`config.mk`:
```
export PLATFORM = sky130hd
export DESIGN_NAME = instr_fetch_queue_flat
export DESIGN_NICKNAME = d
export VERILOG_FILES = /design/src/rtl/instr_fetch_queue_pkg.sv /design/src/rtl/instr_fetch_queue_if.sv /design/src/rtl/instr_fetch_queue_sync_fifo.sv /design/src/rtl/instr_fetch_queue.sv /design/src/flat_wrapper.sv
export SDC_FILE = /design/constraint.sdc
export NUM_CORES = 1
export LEC_CHECK = 0
export BUFFER_PORTS_ARGS = -buffer_cell sky130_fd_sc_hd__buf_2
export CAP_MARGIN = 20
export CORE_AREA = 2 2 200 202
export DETAILED_ROUTE_END_ITERATION = 10
export DIE_AREA = 0 0 202 204
export PLACE_DENSITY = 0.66
export SYNTH_ARGS = -nofsm -noshare
export SYNTH_HDL_FRONTEND = slang
export SYNTH_HIERARCHICAL = 1
export SYNTH_SLANG_ARGS = --single-unit
```
`constraint.sdc`:
```
create_clock -name clk -period 6.4 [get_ports clk]
set_clock_uncertainty 0.05 [all_clocks]
set_input_delay 0.32 -clock clk [delete_from_list [all_inputs] [get_ports clk]]
set_output_delay 0.32 -clock clk [all_outputs]
set_load 0.005 [all_outputs]
```
`src/rtl/instr_fetch_queue_pkg.sv`:
```
// Shared definitions for the instruction fetch queue: word layout, halt opcode
// and the fetch FSM state encoding.
package instr_fetch_queue_pkg;

    localparam int INSTR_W = 24;
    localparam int FIELD_W = 8;
    localparam int OP_LSB = 16;
    localparam int OPND1_LSB = 8;
    localparam int OPND2_LSB = 0;

    localparam logic [FIELD_W-1:0] HALT_OP_DEF = 8'hFF;

    typedef enum logic [1:0] {
        ST_IDLE  = 2'd0,
        ST_FETCH = 2'd1,
        ST_DRAIN = 2'd2,
        ST_DONE  = 2'd3
    } ifq_state_e;

    function automatic logic [FIELD_W-1:0] field(input logic [INSTR_W-1:0] word, input int lsb);
        return word[lsb +: FIELD_W];
    endfunction

endpackage

```
`src/rtl/instr_fetch_queue_if.sv`:
```
// Instruction delivery channel between the fetch queue (master) and the processor (slave).
interface instr_fetch_queue_if;
    // valid/ready: a transfer happens on a rising edge where instr_valid and instr_ready are
    // both 1; while instr_valid=1 and instr_ready=0 the master holds the instruction fields
    // stable; instr_ready has no effect while instr_valid=0; fields read 0 when not valid.
    logic [7:0] opcode;
    logic [7:0] operand1;
    logic [7:0] operand2;
    logic       instr_valid;
    logic       instr_ready;

    modport master (
        output opcode, operand1, operand2, instr_valid,
        input  instr_ready
    );

    modport slave (
        input  opcode, operand1, operand2, instr_valid,
        output instr_ready
    );

endinterface

```
`src/rtl/instr_fetch_queue_sync_fifo.sv`:
```
// Synchronous FIFO with occupancy count; a push into a full FIFO is accepted
// when a pop happens on the same edge.
module sync_fifo #(
    parameter int WIDTH = 24,
    parameter int DEPTH = 4
) (
    input  logic                     clk,
    input  logic                     rst_n,
    input  logic                     push,
    input  logic                     pop,
    input  logic [WIDTH-1:0]         wr_data,
    output logic [WIDTH-1:0]         rd_data,
    output logic                     full,
    output logic                     empty,
    output logic [$clog2(DEPTH):0]   count
);

    localparam int PTR_W = $clog2(DEPTH);
    localparam int CNT_W = PTR_W + 1;

    logic [WIDTH-1:0] mem [DEPTH];
    logic [PTR_W-1:0] wr_ptr;
    logic [PTR_W-1:0] rd_ptr;
    logic             do_push;
    logic             do_pop;

    assign full    = (count == CNT_W'(DEPTH));
    assign empty   = (count == '0);
    assign do_pop  = pop && !empty;
    assign do_push = push && (!full || do_pop);
    assign rd_data = empty ? '0 : mem[rd_ptr];

    always_ff @(posedge clk) begin
        if (do_push) begin
            mem[wr_ptr] <= wr_data;
        end
    end

    // Pointers wrap naturally because DEPTH is a power of two.
    always_ff @(posedge clk or negedge rst_n) begin
        if (!rst_n) begin
            wr_ptr <= '0;
            rd_ptr <= '0;
            count  <= '0;
        end else begin
            if (do_push) begin
                wr_ptr <= wr_ptr + PTR_W'(1);
            end
            if (do_pop) begin
                rd_ptr <= rd_ptr + PTR_W'(1);
            end
            if (do_push && !do_pop) begin
                count <= count + CNT_W'(1);
            end else if (do_pop && !do_push) begin
                count <= count - CNT_W'(1);
            end
        end
    end

endmodule

```
`src/rtl/instr_fetch_queue.sv`:
```
// Loadable program memory plus sequential fetcher feeding a FIFO that delivers
// one instruction per handshake until a halt opcode or the end of memory.
module instr_fetch_queue
    import instr_fetch_queue_pkg::*;
#(
    parameter int                 MEM_DEPTH  = 16,
    parameter int                 ADDR_W     = 4,
    parameter int                 FIFO_DEPTH = 4,
    parameter logic [FIELD_W-1:0] HALT_OP    = HALT_OP_DEF
) (
    input  logic                clk,
    input  logic                reset,
    input  logic                start,
    input  logic                prog_we,
    input  logic [ADDR_W-1:0]   prog_addr,
    input  logic [INSTR_W-1:0]  prog_data,
    instr_fetch_queue_if.master ifq,
    output logic [ADDR_W-1:0]   pc,
    output logic                busy,
    output logic                done,
    output ifq_state_e          state_dbg
);

    localparam int CNT_W = $clog2(FIFO_DEPTH) + 1;

    logic [INSTR_W-1:0] mem [MEM_DEPTH];
    logic [INSTR_W-1:0] word;
    logic [INSTR_W-1:0] head;
    logic [CNT_W-1:0]   count;
    logic               full;
    logic               empty;
    logic               pop;
    logic               push;
    logic               fetch_en;
    logic               is_halt;
    logic               last_addr;
    logic               drain_empty;
    ifq_state_e         state;

    always_ff @(posedge clk) begin
        if (prog_we && !busy) begin
            mem[prog_addr] <= prog_data;
        end
    end

    assign word        = mem[pc];
    assign is_halt     = (field(word, OP_LSB) == HALT_OP);
    assign last_addr   = (pc == ADDR_W'(MEM_DEPTH - 1));
    assign pop         = ifq.instr_valid && ifq.instr_ready;
    assign fetch_en    = (state == ST_FETCH) && (!full || pop);
    assign push        = fetch_en && !is_halt;
    assign drain_empty = (count == '0) || ((count == CNT_W'(1)) && pop);

    sync_fifo #(
        .WIDTH (INSTR_W),
        .DEPTH (FIFO_DEPTH)
    ) u_fifo (
        .clk     (clk),
        .rst_n   (reset),
        .push    (push),
        .pop     (pop),
        .wr_data (word),
        .rd_data (head),
        .full    (full),
        .empty   (empty),
        .count   (count)
    );

    assign ifq.instr_valid = !empty;
    assign ifq.opcode      = field(head, OP_LSB);
    assign ifq.operand1    = field(head, OPND1_LSB);
    assign ifq.operand2    = field(head, OPND2_LSB);
    assign state_dbg       = state;

    // busy/done are registered alongside the state so they track it exactly.
    always_ff @(posedge clk or negedge reset) begin
        if (!reset) begin
            state <= ST_IDLE;
            pc    <= '0;
            busy  <= 1'b0;
            done  <= 1'b0;
        end else begin
            case (state)
                ST_IDLE, ST_DONE: begin
                    if (start) begin
                        state <= ST_FETCH;
                        pc    <= '0;
                        busy  <= 1'b1;
                        done  <= 1'b0;
                    end
                end
                ST_FETCH: begin
                    if (fetch_en) begin
                        if (is_halt || last_addr) begin
                            state <= ST_DRAIN;
                        end else begin
                            pc <= pc + ADDR_W'(1);
                        end
                    end
                end
                ST_DRAIN: begin
                    if (drain_empty) begin
                        state <= ST_DONE;
                        busy  <= 1'b0;
                        done  <= 1'b1;
                    end
                end
                default: begin
                    state <= ST_IDLE;
                    busy  <= 1'b0;
                    done  <= 1'b0;
                end
            endcase
        end
    end

endmodule

```
`src/flat_wrapper.sv`:
```
// flat-port wrapper written by rule: the top's interface ports become plain ports
module instr_fetch_queue_flat import instr_fetch_queue_pkg::*;
#(
    parameter int                 MEM_DEPTH  = 16,
    parameter int                 ADDR_W     = 4,
    parameter int                 FIFO_DEPTH = 4,
    parameter logic [FIELD_W-1:0] HALT_OP    = HALT_OP_DEF
)
  (clk, reset, start, prog_we, prog_addr, prog_data, pc, busy, done, state_dbg, ifq_opcode, ifq_operand1, ifq_operand2, ifq_instr_valid, ifq_instr_ready);
  instr_fetch_queue_if ifq_i ();
  input  logic clk;
  input  logic reset;
  input  logic start;
  input  logic prog_we;
  input  logic [ADDR_W-1:0] prog_addr;
  input  logic [INSTR_W-1:0] prog_data;
  output logic [ADDR_W-1:0] pc;
  output logic busy;
  output logic done;
  output ifq_state_e state_dbg;
  output wire logic [$bits(ifq_i.opcode)-1:0] ifq_opcode;
  output wire logic [$bits(ifq_i.operand1)-1:0] ifq_operand1;
  output wire logic [$bits(ifq_i.operand2)-1:0] ifq_operand2;
  output wire logic [$bits(ifq_i.instr_valid)-1:0] ifq_instr_valid;
  input wire logic [$bits(ifq_i.instr_ready)-1:0] ifq_instr_ready;
  assign ifq_opcode = ifq_i.opcode;
  assign ifq_operand1 = ifq_i.operand1;
  assign ifq_operand2 = ifq_i.operand2;
  assign ifq_instr_valid = ifq_i.instr_valid;
  assign ifq_i.instr_ready = ifq_instr_ready;
  instr_fetch_queue #(.MEM_DEPTH(MEM_DEPTH), .ADDR_W(ADDR_W), .FIFO_DEPTH(FIFO_DEPTH), .HALT_OP(HALT_OP)) u_core (.clk(clk), .reset(reset), .start(start), .prog_we(prog_we), .prog_addr(prog_addr), .prog_data(prog_data), .ifq(ifq_i), .pc(pc), .busy(busy), .done(done), .state_dbg(state_dbg));
endmodule
```
-- Word-level counts from Yosys, hierarchy flattened
Memory sizes are Yosys's and may differ from the RTL's.
Index checks and enable logic that the tools add are counted.
Widths: inputs -> output; s select.
- flip-flop bits (word level): 15
- RAM bits: 480
- input bits: 33
- memories kept: 2
- memories (memory ; words ; bits a word ; rd ports ; clocked after Yosys merged registers in ; write ports ; RTL line ; source):
    u_core.mem ; 16 ; 24 ; 1 ; 0 ; 1 ; instr_fetch_queue.sv:26 ; logic [INSTR_W-1:0] mem [MEM_DEPTH];
    u_core.u_fifo.mem ; 4 ; 24 ; 1 ; 0 ; 1 ; instr_fetch_queue_sync_fifo.sv:21 ; logic [WIDTH-1:0] mem [DEPTH];
- $add $sub $neg: 5
- equality and inequality tests: 12
- mux-type cells: 22
- reduce and logical (&&, ||, !) cells: 28
- operators with widths (operator ; count):
    $mux 24 ; 1
    $mux 4 ; 3
    $logic_and 1x1->1 ; 9
    $eq 8x8->1 const B ; 1
    $mux 1 ; 8
    $mux 2 ; 4
    $pmux 4 s2 ; 1
    $reduce_and 4->1 ; 2
    $logic_not 1->1 ; 6
    $mux 3 ; 2
    $ne 2x2->1 const B ; 3
    $pmux 2 s3 ; 1
    $reduce_bool 2->1 ; 3
    $add 2x1->2 const B ; 2
    $add 4x1->4 const B ; 1
    $eq 2x2->1 const B ; 2
    $eq 4x4->1 const B ; 1
    $logic_or 1x1->1 ; 4
    $ne 2x1->1 const B ; 2
    $pmux 1 s2 ; 2
    $add 3x1->3 const B ; 1
    $eq 3x1->1 const B ; 1
    $eq 3x3->1 const B ; 1
    $logic_not 3->1 ; 1
    5 further kinds ; 5

-- Logic depth before layout (Yosys ltp)
- depth in word-level cells: 11
- mapped depth: 14
- gate-level depth less buffers: 12

-- By module
The synthesis kept the hierarchy.
- by module, submodules not included (module ; times used ; cells an instance ; area each (um2) ; sequential area each (um2)):
    instr_fetch_queue ; 1 ; 774 ; 15250.9 ; 11731.3
    sync_fifo ; 1 ; 188 ; 4052.6 ; 3057.9

-- Least setup slack after synthesis
Ideal clock, no wire load.
- path kind: reg2reg
- from: register u_core.busy
- to: memory u_core.mem[4][0], enable pin
- setup time: 435 ps
- arrival time: 2725 ps
- data required time: 5915 ps
- setup slack: 3190 ps
- cell stages (with the launch flop): 4
- buffers on the path: 0
- path through: dfrtp_1 > nand2b_1 > or3b_2 > nor3_1
- word-level cells in the longest chain between the ends: 4
- ends and longest elaborated chain (element ; RTL line ; source):
    start, declared ; instr_fetch_queue.sv:19 ; output logic busy,
    start signal, assigned ; instr_fetch_queue.sv:80 ; busy <= 1'b0;
    start signal, assigned ; instr_fetch_queue.sv:88 ; busy <= 1'b1;
    start signal, assigned ; instr_fetch_queue.sv:104 ; busy <= 1'b0;
    $logic_not 1->1 ; instr_fetch_queue.sv:41 ; if (prog_we && !busy) begin
    $logic_and 1x1->1 ; instr_fetch_queue.sv:41 ;
    $mux 1 ; instr_fetch_queue.sv:41 ;
    $mux 1 (implied by the code) ; instr_fetch_queue.sv:42 ; mem[prog_addr] <= prog_data;
    end, declared ; instr_fetch_queue.sv:26 ;
No other way between the ends.

-- Worst setup path in the final report
- from: register u_core.pc[1]
- to: register u_core.u_fifo.count[2]
- word-level cells in the longest chain between the ends: 8
- elaborated cells on any way between the ends: 10
- classes of those cells: 1 x eq/ne; 1 x mux; 7 x reduce/logical; 1 x memory
- ends and longest elaborated chain (element ; RTL line ; source):
    start, declared ; instr_fetch_queue.sv:18 ; output logic [ADDR_W-1:0] pc,
    start signal, assigned ; instr_fetch_queue.sv:97 ; pc <= pc + ADDR_W'(1);
    $mem_v2 16x24 * ; -- ;
    net u_core.word[19] ; instr_fetch_queue.sv:27 ; logic [INSTR_W-1:0] word;
    $eq 8x8->1 * ; instr_fetch_queue.sv:47 ; assign is_halt = (field(word, OP_LSB) == HALT_OP);
    $logic_not 1->1 * ; instr_fetch_queue.sv:51 ; assign push = fetch_en && !is_halt;
    $logic_and 1x1->1 * ; instr_fetch_queue.sv:51 ;
    net u_core.push ; instr_fetch_queue.sv:33 ; logic push;
    $logic_and 1x1->1 * ; instr_fetch_queue_sync_fifo.sv:30 ; assign do_push = push && (!full || do_pop);
    net u_core.u_fifo.do_push ; instr_fetch_queue_sync_fifo.sv:24 ; logic do_push;
    $logic_not 1->1 ; instr_fetch_queue_sync_fifo.sv:54 ; end else if (do_pop && !do_push) begin
    $logic_and 1x1->1 ; instr_fetch_queue_sync_fifo.sv:54 ;
    $reduce_bool 2->1 (no source line) ; -- ;
    end signal, assigned ; instr_fetch_queue_sync_fifo.sv:53 ; count <= count + CNT_W'(1);
    end signal, assigned ; instr_fetch_queue_sync_fifo.sv:55 ; count <= count - CNT_W'(1);
    end, declared ; instr_fetch_queue_sync_fifo.sv:15 ; output logic [$clog2(DEPTH):0] count
Mark *: on every way through the listed nets, which the timed path passes. The rest lies on a longest branch.
A chain may end at the register's enable or synchronous reset.

==> flow_summary.json <==
{
  "start_util_pct": 49.3,
  "crit_path_start_kind": "flop",
  "cts_buffers": 49,
  "nNetsFinal": 1094,
  "antenna_found_initial": 0,
  "fin_crit_sh_pct": 63.0,
  "dp.cells": 1523,
  "hold_viol_final": 0,
  "rsz0062_at_grt": "no",
  "fin_util_pct": 56.0,
  "yosys.area.top_type": "edfxtp_1",
  "fin_area_um2": 22000,
  "grt_max_degree": 60,
  "required_ns": 6.84,
  "die_h_um": 204,
  "place.gp.congestion": 0.750,
  "critical_path_class": "reg -> reg",
  "final_cells": 1617,
  "clk_root_buffer_cell": "clkbuf_16",
  "synthArstFlopShare_pct": 3.03,
  "worst_hold_slack_ns": 0.0232,
  "post_route_cells_drive_above_1_share_pct": 25.6,
  "die-area_um2": 41200,
  "ys_types": 43,
  "cts_tree": "built",
  "setup_viol": 0,
  "synth-seq-cells": 495,
  "maxCapViolCount": 0,
  "p_leak_nw": 7.11,
  "ys_warn_count": 6,
  "period_needed_ns": 4.03,
  "synth_edf_count": 480,
  "hold_path_depth": 3,
  "hpwl_mm": 22.7,
  "worstSetupEndpointType": "flop",
  "cts_resized": 0,
  "grtUsageTotal_pct": 19.8,
  "min_path_type": "in -> reg",
  "r2r_cells": 13,
  "dr.pass1.iters": 5,
  "ir_drop_uv": 217,
  "clk_path_buf_depth": 3,
  "first_global_vias": 9520,
  "clkLatencyLatePin_ns": 0.57,
  "yosysSeqAreaShare_pct": 76.6,
  "ios": 66,
  "status": "completed",
  "placed_cell_area_um2": 20300,
  "dieWidth_um": 202,
  "synthTopCellsByArea": "edfxtp_1 (75%), mux4_2 (10%), mux2i_1 (2.8%)",
  "core-area_um2": 39200,
  "vias_per_cell": 5.80,
  "port_buffers": 65,
  "relSlewSlack_pct": 23.2,
  "routedWlPerCell_um": 24.9,
  "rows": 73,
  "crit_fanout": 32,
  "drt-initial-drc-count": 755,
  "arrival_ns": 4.48,
  "area_growth_pct": 13.7,
  "totalWireLength_mm": 40.3,
  "max_freq_mhz": 248,
  "clk_pin_slew_worst_paths_ns": 0.06,
  "insertedDiodeCount": 0,
  "p_per_area_nw_per_um2": 413,
  "synth_top_area_share_pct": 74.7,
  "drc_errors": 0,
  "cts-htree-levels": 2,
  "finalMaxSlewViolations": 0,
  "vias": 9380,
  "setup_tns_ns": 0,
  "grt_remaining_overflow": 0,
  "cts_sinks": 495,
  "netlist_area_um2": 19300,
  "syn-num-nets": 1005,
  "postSynthAreaPerCell_um2": 20.1,
  "antenna_left": 0,
  "grt_pass1_wl_mm": 60.3,
  "tightest_slew_ns": 1.15,
  "ys_dominant_reg_cell": "edfxtp_1",
  "syn_inst": 962
}
[worst max-delay path: stages (launching register included)]
cell	delay, ns
dfrtp_2	0.85
buf_4	0.43
mux4_2	0.36
a22oi_1	0.21
nand2_1	0.22
nand4_1	0.21
o211a_1	0.17
a21boi_2	0.34
ha_1	0.25
inv_1	0.06
fa_1	0.37
xor2_1	0.15
nor2_1	0.11
xor2_1	0.16
[routing by layer]
metal / vias up / global-route usage (%) / part of all wire, %
li1: 4111 / - / -
met1: 4926 / 27.3 / 42
met2: 282 / 33.8 / 50
met3: 61 / 2.87 / 5.5
met4: 0 / 4.86 / 1.8
met5: - / 0 / 0
[sequential cells by signal, indices dropped and copies added, names as in the netlist]
name	flops
u_core/u_fifo/mem	96
u_core/mem	384
u_core/done	1
u_core/u_fifo/wr_ptr	2
u_core/busy	1
u_core/u_fifo/rd_ptr	2
u_core/pc	4
u_core/state_dbg	2
u_core/u_fifo/count	3
[kinds of logic (layout without fill, tap and decap cells)]
group	Yosys count	after routing	share of synthesized area, %
AOI/OAI and AO/OA	109	109	3.78
xor gates and xnor gates	6	6	0.272
adders and majority gates	10	10	0.687
buffers and inverters	57	187	1.43
DFF	495	495	76.6
muxes	157	157	14.0
and+or+nand+nor	128	128	3.25
[layout make-up]
| cell class | instances | area, um2 |
|---|---|---|
| Sequential cell | 495 | 14800 |
| Clock inverter | 33 | 303 |
| Timing Repair Buffer | 86 | 526 |
| Tap cell | 525 | 657 |
| Fill cell | 2878 | 17200 |
| Clock buffer | 59 | 1280 |
| Inverter | 9 | 33.8 |
| Multi-Input combinational cell | 410 | 4360 |
[path summary, 6_finish.rpt]
kind,startpoint,endpoint,slack (ns)
max,u_core/pc[1]$_DFFE_PN0P_,u_core/u_fifo/count[2]$_DFFE_PN0P_,2.37
min,start,u_core/busy$_DFFE_PN0P_,0.02
max reg2reg,u_core/pc[1]$_DFFE_PN0P_,u_core/u_fifo/count[2]$_DFFE_PN0P_,2.37
min reg2reg,u_core/done$_DFFE_PN0P_,u_core/done$_DFFE_PN0P_,0.47
max in group asynchronous,reset,u_core/pc[0]$_DFFE_PN0P_,5.81
min in group asynchronous,reset,u_core/u_fifo/rd_ptr[1]$_DFFE_PN0P_,0.17
[metrics by stage]
step                      setup slack [ns]  total power, mW
after global routing                  2.13             9.47
after CTS                             2.19             9.14
after detailed placement              2.25             6.35
final                                 2.37             9.07
after floorplan                       3.19             5.66
after global placement                2.29             6.28
[power by group]
group          internal (mW)  switching, mW
sequential              3.92          0.203
combinational           1.01           1.14
clock                   1.64           1.17
[cell usage after synthesis (all sizes together), types with 2 or more instances]
cell,count
a22oi,32
dfrtp,15
nor2b,27
mux2i,54
nand2b,6
nand2,51
or3,2
nand4,2
o21ai,33
a221oi,16
o211ai,3
edfxtp,480
and2,8
a21oi,18
clkbuf,24
xor2,3
mux2,15
nor2,18
nand3,2
xnor2,3
inv,9
nor3,8
mux4,88
buf,24
ha,9
[what timing repair did]
item	in CTS	in global routing
hold endpoints to repair	15	0
hold buffers	1	0
setup buffers	0	0
[layout by cell type, fill, tap and decap left out, types with 14 or more instances in the layout]
| cell | count |
|---|---|
| a21oi_1 | 18 |
| a221oi_1 | 16 |
| a22oi_1 | 32 |
| buf_2 | 65 |
| buf_4 | 18 |
| clkbuf_16 | 50 |
| clkinv_1 | 15 |
| edfxtp_1 | 480 |
| mux2_2 | 14 |
| mux2i_1 | 54 |
| mux4_2 | 88 |
| nand2_1 | 51 |
| nor2b_1 | 26 |
| o21ai_0 | 32 |
(Power assumes the default switching activity.)
